## src/rtl/divider_top.sv

```systemverilog
// Iterative radix-2 restoring divider: 2N-bit dividend / N-bit divisor -> N-bit quotient
// and remainder, one quotient bit per cycle, with start/busy/finish handshake.
module divider_top #(
  parameter int DATA_LENGTH = 32
) (
  input  logic                     clk_i,
  input  logic                     rst_i,
  input  logic                     start_i,
  output logic                     busy_o,
  output logic                     finish_o,
  input  logic [2*DATA_LENGTH-1:0] indata_a_i,
  input  logic [DATA_LENGTH-1:0]   indata_b_i,
  output logic [DATA_LENGTH-1:0]   quotient_o,
  output logic [DATA_LENGTH-1:0]   remainder_o,
  output logic                     div_zero_o,
  output logic                     overflow_o
);

  localparam int N  = DATA_LENGTH;
  localparam int CW = $clog2(N);

  typedef enum logic [1:0] {
    S_IDLE,
    S_INIT,
    S_COMPUTE,
    S_FINISH
  } state_t;

  state_t         state_q, state_d;
  logic [N-1:0]   rem_q, q_q, divisor_q;
  logic [CW-1:0]  cnt_q;

  logic [N-1:0]   dvd_hi, dvd_lo;
  logic           div_zero, overflow;
  logic [N:0]     trial;
  logic           fits;
  logic [N-1:0]   rem_nx, q_nx;
  logic           last;

  always_comb begin
    dvd_hi   = indata_a_i[2*N-1:N];
    dvd_lo   = indata_a_i[N-1:0];
    div_zero = (indata_b_i == '0);
    overflow = (dvd_hi >= indata_b_i);
    // Compare is N+1 bits; when it fits, the true difference is below the divisor,
    // so the low N bits of the subtraction are exact.
    trial    = {rem_q, q_q[N-1]};
    fits     = (trial >= {1'b0, divisor_q});
    rem_nx   = fits ? (trial[N-1:0] - divisor_q) : trial[N-1:0];
    q_nx     = {q_q[N-2:0], fits};
    last     = (cnt_q == CW'(N-1));
  end

  // NOTE: next-state logic is combinational with a default first, so no latch is inferred.
  always_comb begin
    state_d = state_q;
    unique case (state_q)
      S_IDLE:    if (start_i) state_d = S_INIT;
      S_INIT:    state_d = (div_zero || overflow) ? S_FINISH : S_COMPUTE;
      S_COMPUTE: if (last) state_d = S_FINISH;
      S_FINISH:  state_d = S_IDLE;
      default:   state_d = S_IDLE;
    endcase
  end

  assign busy_o   = (state_q == S_INIT) || (state_q == S_COMPUTE);
  assign finish_o = (state_q == S_FINISH);

  // NOTE: sequential state uses non-blocking assignments so every register samples pre-edge values.
  always_ff @(posedge clk_i) begin
    if (rst_i) state_q <= S_IDLE;
    else       state_q <= state_d;
  end

  // Results are loaded on the edge entering finish so they are valid alongside finish_o.
  always_ff @(posedge clk_i) begin
    if (rst_i) begin
      rem_q       <= '0;
      q_q         <= '0;
      divisor_q   <= '0;
      cnt_q       <= '0;
      quotient_o  <= '0;
      remainder_o <= '0;
      div_zero_o  <= 1'b0;
      overflow_o  <= 1'b0;
    end else begin
      unique case (state_q)
        S_INIT: begin
          divisor_q   <= indata_b_i;
          cnt_q       <= '0;
          rem_q       <= dvd_hi;
          q_q         <= dvd_lo;
          quotient_o  <= (div_zero || overflow) ? '1 : '0;
          remainder_o <= div_zero ? dvd_lo : '0;
          div_zero_o  <= div_zero;
          overflow_o  <= !div_zero && overflow;
        end
        S_COMPUTE: begin
          rem_q <= rem_nx;
          q_q   <= q_nx;
          cnt_q <= cnt_q + CW'(1);
          if (last) begin
            quotient_o  <= q_nx;
            remainder_o <= rem_nx;
          end
        end
        default: ;
      endcase
    end
  end

endmodule

```

## config.mk

```make
export PLATFORM = sky130hd
export DESIGN_NAME = divider_top
export DESIGN_NICKNAME = d
export VERILOG_FILES = /design/src/rtl/divider_top.sv
export SDC_FILE = /design/constraint.sdc
export NUM_CORES = 1
export LEC_CHECK = 0
export ABC_AREA = 1
export CORE_UTILIZATION = 60
export DETAILED_ROUTE_END_ITERATION = 6
export MAX_ROUTING_LAYER = met4
export PLACE_DENSITY = 0.95
export SLEW_MARGIN = 20
export SYNTH_ARGS = -nofsm -noshare
export SYNTH_HDL_FRONTEND = slang
export SYNTH_SLANG_ARGS = --single-unit
```

## constraint.sdc

```tcl
create_clock -name clk_i -period 4.4 [get_ports clk_i]
set_input_delay 0.88 -clock clk_i [delete_from_list [all_inputs] [get_ports clk_i]]
set_output_delay 0.88 -clock clk_i [all_outputs]
set_load 0.1 [all_outputs]
```

==> results_dict.tcl, run 1 <==
set metrics [dict create \
    synth_top_area_share_pct 29.0 \
    skew_ns 0.0145 \
    async_reset_ff_share_pct 0 \
    cts-resized-gates 0 \
    detailedRoute.firstIterationViolations 1422 \
    grt_use_total_pct 37.4 \
    grt_pass1_wl_um 57900 \
    drv_slew 0 \
    diodes 0 \
    cp.required_ns 3.52 \
    ys_seq_area_share_pct 29.0 \
    layout-drive-gt1-share_pct 7.61 \
    yosys_warnings 0 \
    cp-end-kind "output pin" \
    gp_congestion 0.989 \
    outcome "completed" \
    ys_ff_latch 169 \
    die_y_um 141 \
    max_freq_mhz 317 \
    critPathKind "reg2out" \
    clk_path_buf_depth 2 \
    fillers 1465 \
    cts.sinks 169 \
    grt_pass1_vias 11700 \
    area_growth_pct 19.3 \
    drcViolationCount 0 \
    die_w_um 141 \
    synth_area_mm2 0.0117 \
    synth.distinct_cells 46 \
    synthFlopType "dfxtp_1" \
    overflow 0 \
    synth_common_cells "328 x inv_1, 326 x nand2_1, 227 x a21oi_1" \
    setup_viol 0 \
    root_buffer "clkbuf_16" \
    drt_first_pass_iters 6 \
    cts_tree "built" \
    synth_edf_count 0 \
    core-area_mm2 0.0189 \
    period_minus_slack_ns 3.15 \
    cts-htree-levels 4 \
    vias 12300 \
    slew_headroom_pct 28.6 \
    fin_crit_sh_pct 71.6 \
    fp-row-count 50 \
    finish.net_count 2089 \
    worst_pin_slew_ns 1.07 \
    crit_buf_inv 1 \
    synth_fp_nets 1982 \
    rsz0062_at_grt "no" \
    cts_buffers 17 \
    ant_nets 0 \
    hp-class "reg2reg" \
    cts.clk_slew.worst_paths_ns 0.07 \
    yosysMostFrequentCell "inv_1" \
    io_pins 167 \
    netlist_instances 1812 \
    wl_per_cell_um 16.5 \
    multi_input_area_mm2 0.00659 \
    post-cts-setup-buffer-count 0 \
    startpoint_type "flip-flop" \
    hpwlAfterDp_um 25900 \
    worst_path_max_delay_cell "clkdlybuf4s50_1" \
    grt_antenna_before_repair 0 \
    grt_max_degree 105 \
    ctsHoldBuffers 0 \
    hold_viol 0 \
    maxCapViolCount 0 \
    portBuffers 166 \
    path_cells "ha_1 -> clkdlybuf4s50_1" \
    tns_ns 0 \
    wirelength_um 36200 \
    seq_area_mm2 0.00338 \
    start_util_pct 61.7 \
    insertion_delay_ns 0.45 \
    die_area_mm2 0.0200 \
    post_drt_via_cell_ratio 5.62 \
    synth_top_cells_by_area "dfxtp_1 29%, inv_1 11%, nand2_1 10%, a21oi_1 9.7%, ha_1 7.5%" \
    avgSynthCellArea_um2 6.43 \
    cp.arrival_ns 2.27 \
    critPathMaxFanout 4 \
    synth_top_area_cell "dfxtp_1" \
    critPathMaxStageDelay_ns 1.19 \
    crit_family "buffers and inverters" \
]
-- layer usage --
metal  wire (um)  vias up  track usage (%)
met3        2810      107             4.79
met4        1740        0             18.6
li1            -     5993                -
met5           0        -                -
met2       17000      654             62.2
met1       14700     5562             44.8
-- cells in the final DEF (no fill, tap or decap), types with 3 or more instances in the layout --
cell type	Yosys	routed
nand4_1	38	38
clkbuf_16	0	17
clkdlybuf4s50_1	0	165
inv_8	0	3
nor4_1	3	3
nor2_4	3	3
o21ai_0	158	157
xor2_1	3	3
inv_1	328	327
clkinv_4	0	3
and2_1	6	6
nor3_1	12	12
nand3_2	5	5
clkinv_8	0	3
nand2_2	37	37
nand3_1	125	125
nor2_1	134	134
nand2_4	20	20
dfxtp_1	169	169
a21oi_2	3	3
inv_6	0	4
a31oi_1	3	3
a21oi_1	227	227
xnor2_1	13	13
inv_2	10	11
nor2_2	10	10
buf_4	7	10
ha_1	70	67
nand2_1	326	326
-- registers in the layout (all words and copies together) (netlist names) --
name / flops
divisor_q: 32
q_q: 32
quotient_o: 32
rem_q: 32
remainder_o: 32
cnt_q: 5
state_q: 2
div_zero_o: 1
overflow_o: 1
-- metrics by stage --
step	cell area, um^2	utilization, %	setup WS [ns]	std cells	hold WS, ns
3_3_place_gp	13300	70.5	1.07	2160	0.474
4_1_cts	13900	73.6	1.25	2192	0.492
5_1_grt	13900	73.6	1.19	2192	0.531
6_report	13900	73.6	1.25	2192	0.498
2_1_floorplan	11700	-	1.97	1812	0.468
3_5_place_dp	13300	70.5	0.983	2160	0.472
-- final cells by class --
class | instances | share of cell area, %
repair buffers | 176 | 12.6
clock buffers | 18 | 3.16
inverters | 338 | 9.13
multi-input cells | 1217 | 47.4
flip-flops and latches | 169 | 24.3
clock inverters | 14 | 1.09
well taps | 260 | 2.34
-- worst register-to-register path, cell delays in order (launching register included) --
cell     delay (ns)
dfxtp_1        0.33
inv_1          0.05
ha_1           0.39
nand2_1        0.18
inv_1          0.05
nand2_1        0.06
nand2_1        0.08
nand2_2        0.07
nand2_2        0.05
nand2_2        0.09
nand2_2        0.11
nor2_8         0.41
nand2_8        0.41
nand3_1        0.34
nand2_1        0.14
a21oi_1        0.15
-- cells by family after synthesis --
kind of cell	synth area share [%]
AO/OA/AOI/OAI	17.6
XOR/XNOR	1.20
adder cells (fa/ha/maj)	7.69
buffers and inverters	14.8
flip-flops	29.0
AND/OR/NAND/NOR	29.8
-- final timing paths --
kind	startpoint	endpoint	slack (ns)	cells after the start
hold reg to reg	overflow_o	overflow_o	0.50	2
hold / removal	overflow_o	overflow_o	0.50	2
setup reg to reg	divisor_q[20]	remainder_o[25]	1.41	15
setup / recovery	state_q[1]	finish_o	1.25	2
Power of run 1 is not shown: default switching activity piles up to over one toggle a cycle in this logic, so the estimate is an artifact.
==> inputs of run 2 (changes only) <==
--- a/config.mk
+++ b/config.mk
@@ -6,10 +6,10 @@
 export NUM_CORES = 1
 export LEC_CHECK = 0
 export ABC_AREA = 1
-export CORE_UTILIZATION = 60
+export CORE_UTILIZATION = 56
 export DETAILED_ROUTE_END_ITERATION = 6
 export MAX_ROUTING_LAYER = met4
-export PLACE_DENSITY = 0.95
+export PLACE_DENSITY = 0.94
 export SLEW_MARGIN = 20
 export SYNTH_ARGS = -nofsm -noshare
 export SYNTH_HDL_FRONTEND = slang
==> constraint.sdc (replaced) <==
create_clock -name clk_i -period 3.1 [get_ports clk_i]
set_input_delay 0.62 -clock clk_i [delete_from_list [all_inputs] [get_ports clk_i]]
set_output_delay 0.62 -clock clk_i [all_outputs]
set_load 0.1 [all_outputs]
==> run 2 against run 1 <==
Clock-buffer cell count did not move. Via count rose by 0.40%. Wire length fell by 1.0%. Sequential cell count stayed put. Sequential share of layout area increased by 0.12 points. Critical path depth is 10 higher. Design area decreased by 0.48%. Register-to-register slack got worse by 0.88 ns. First-iteration DRC count decreased by 12%. Die area is 7.0% higher. Global-route usage down 3.1 points. Worst setup slack got worse by 0.84 ns. Largest cell class unchanged.
==> results_dict.tcl, run 2 (synthesis results as in run 1) <==
set metrics [dict create \
    clk_path_buf_depth 2 \
    fp-row-count 52 \
    grt_antenna_before_repair 1 \
    vias 12400 \
    detailedRoute.firstIterationViolations 1251 \
    drcViolationCount 0 \
    critPathKind "in2reg" \
    ant_nets 0 \
    grt_pass1_vias 11500 \
    final_common_cell "inv_1" \
    insertion_delay_ns 0.44 \
    grt_use_total_pct 34.4 \
    cts-htree-levels 4 \
    drv_slew 0 \
    overflow 0 \
    path_cells "clkdlybuf4s50_1 -> inv_1 -> ha_1 -> nand2_1 -> nor2_1 -> nand4_1 -> nor4_1 -> nand2_1 -> nand3_1 -> nand2_1 -> buf_12 -> a21oi_1" \
    grt_pass1_wl_um 57200 \
    post_drt_via_cell_ratio 5.59 \
    layout-drive-gt1-share_pct 11.4 \
    critPathMaxFanout 32 \
    cts_tree "built" \
    core-area_mm2 0.0203 \
    worst_pin_slew_ns 0.684 \
    critPathMaxStageDelay_ns 0.49 \
    cts-resized-gates 0 \
    root_buffer "clkbuf_16" \
    slew_headroom_pct 54.4 \
    setup_viol 0 \
    cts.clk_slew.worst_paths_ns 0.08 \
    cts.sinks 169 \
    hpwlAfterDp_um 26400 \
    fin_hold_ws_ns 0.494 \
    wirelength_um 35900 \
    ctsHoldBuffers 0 \
    drt_first_pass_iters 7 \
    crit_buf_inv 3 \
    portBuffers 166 \
    gp_congestion 0.973 \
    max_freq_mhz 372 \
    area_growth_pct 18.7 \
    fin_crit_sh_pct 86.8 \
    period_minus_slack_ns 2.69 \
    hp-class "reg2reg" \
    start_util_pct 57.4 \
    worst_path_max_delay_cell "clkdlybuf4s50_1" \
    die_w_um 146 \
    tns_ns 0 \
    hold_viol 0 \
    startpoint_type "input pin" \
    cp-end-kind "flip-flop" \
    cp.required_ns 3.47 \
    wl_per_cell_um 16.2 \
    io_pins 167 \
    final_cell_mix "327 x inv_1, 326 x nand2_1, 227 x a21oi_1" \
    grt_max_degree 113 \
    cp.arrival_ns 3.06 \
    finish.net_count 2097 \
    cpMostUsedCell "nand2_1" \
    die_area_mm2 0.0214 \
    maxCapViolCount 0 \
    post-cts-setup-buffer-count 0 \
    cts_buffers 17 \
    rsz0062_at_grt "no" \
    skew_ns 0.0102 \
    die_y_um 146 \
    crit_family "simple AND/OR/NAND/NOR gates" \
    outcome "completed" \
]
==> run 2: changes by cell type in the layout (fill, tap and decap cells not counted), sizes merged <==
cell,change
clkdlybuf4s50,-67
clkinv,-2
buf,+75
inv,+2
diode,+1
==> run 2: final cells by class <==
cell class	instances	area, um^2
clock buffers	18	439
flip-flops and latches	169	3380
well taps	270	338
diodes	1	2.50
fillers	1785	6460
clock inverters	14	153
inverters	338	1270
multi-input cells	1217	6590
repair buffers	184	1660
==> run 2: metal layers <==
layer | track usage [%] | share of wire, % | wire length (um) | up-vias
met5 | - | 0 | 0 | -
met4 | 21.1 | 6.2 | 2210 | 0
met3 | 4.44 | 6.6 | 2380 | 142
met2 | 54.0 | 45 | 16200 | 616
met1 | 41.9 | 42 | 15100 | 5585
li1 | - | - | - | 6022
==> run 2: worst register-to-register path, stage by stage (launching register included) <==
cell     delay, ns
dfxtp_1       0.35
inv_1         0.06
ha_1          0.36
nand2_1       0.16
inv_1         0.05
nand2_1       0.08
nand2_1       0.05
nand2_1       0.07
nand3_2       0.14
nand2_2       0.11
nand2_2       0.07
nand2_4       0.09
nand2_8       0.28
nand2_4       0.18
nand3_1       0.22
a21oi_1       0.23
==> run 2: stage by stage <==
stage / util, % / area [um^2] / instances / setup slack [ns]
2_1_floorplan: - / 11700 / 1812 / 0.680
3_3_place_gp: 65.2 / 13200 / 2178 / 0.0650
3_5_place_dp: 65.2 / 13200 / 2178 / 0.0166
4_1_cts: 68.2 / 13800 / 2210 / 0.452
5_1_grt: 68.2 / 13800 / 2211 / 0.207
6_report: 68.2 / 13800 / 2211 / 0.409
==> run 2: final timing paths <==
path / depth (start not counted) / from / slack [ns] / to
min reg2reg: 2 / cnt_q[4] / 0.49 / cnt_q[4]
max reg2reg: 15 / divisor_q[3] / 0.53 / remainder_o[15]
min: 2 / cnt_q[4] / 0.49 / cnt_q[4]
max: 12 / indata_b_i[31] / 0.41 / quotient_o[12]
Power of run 2 is left out for the same reason.
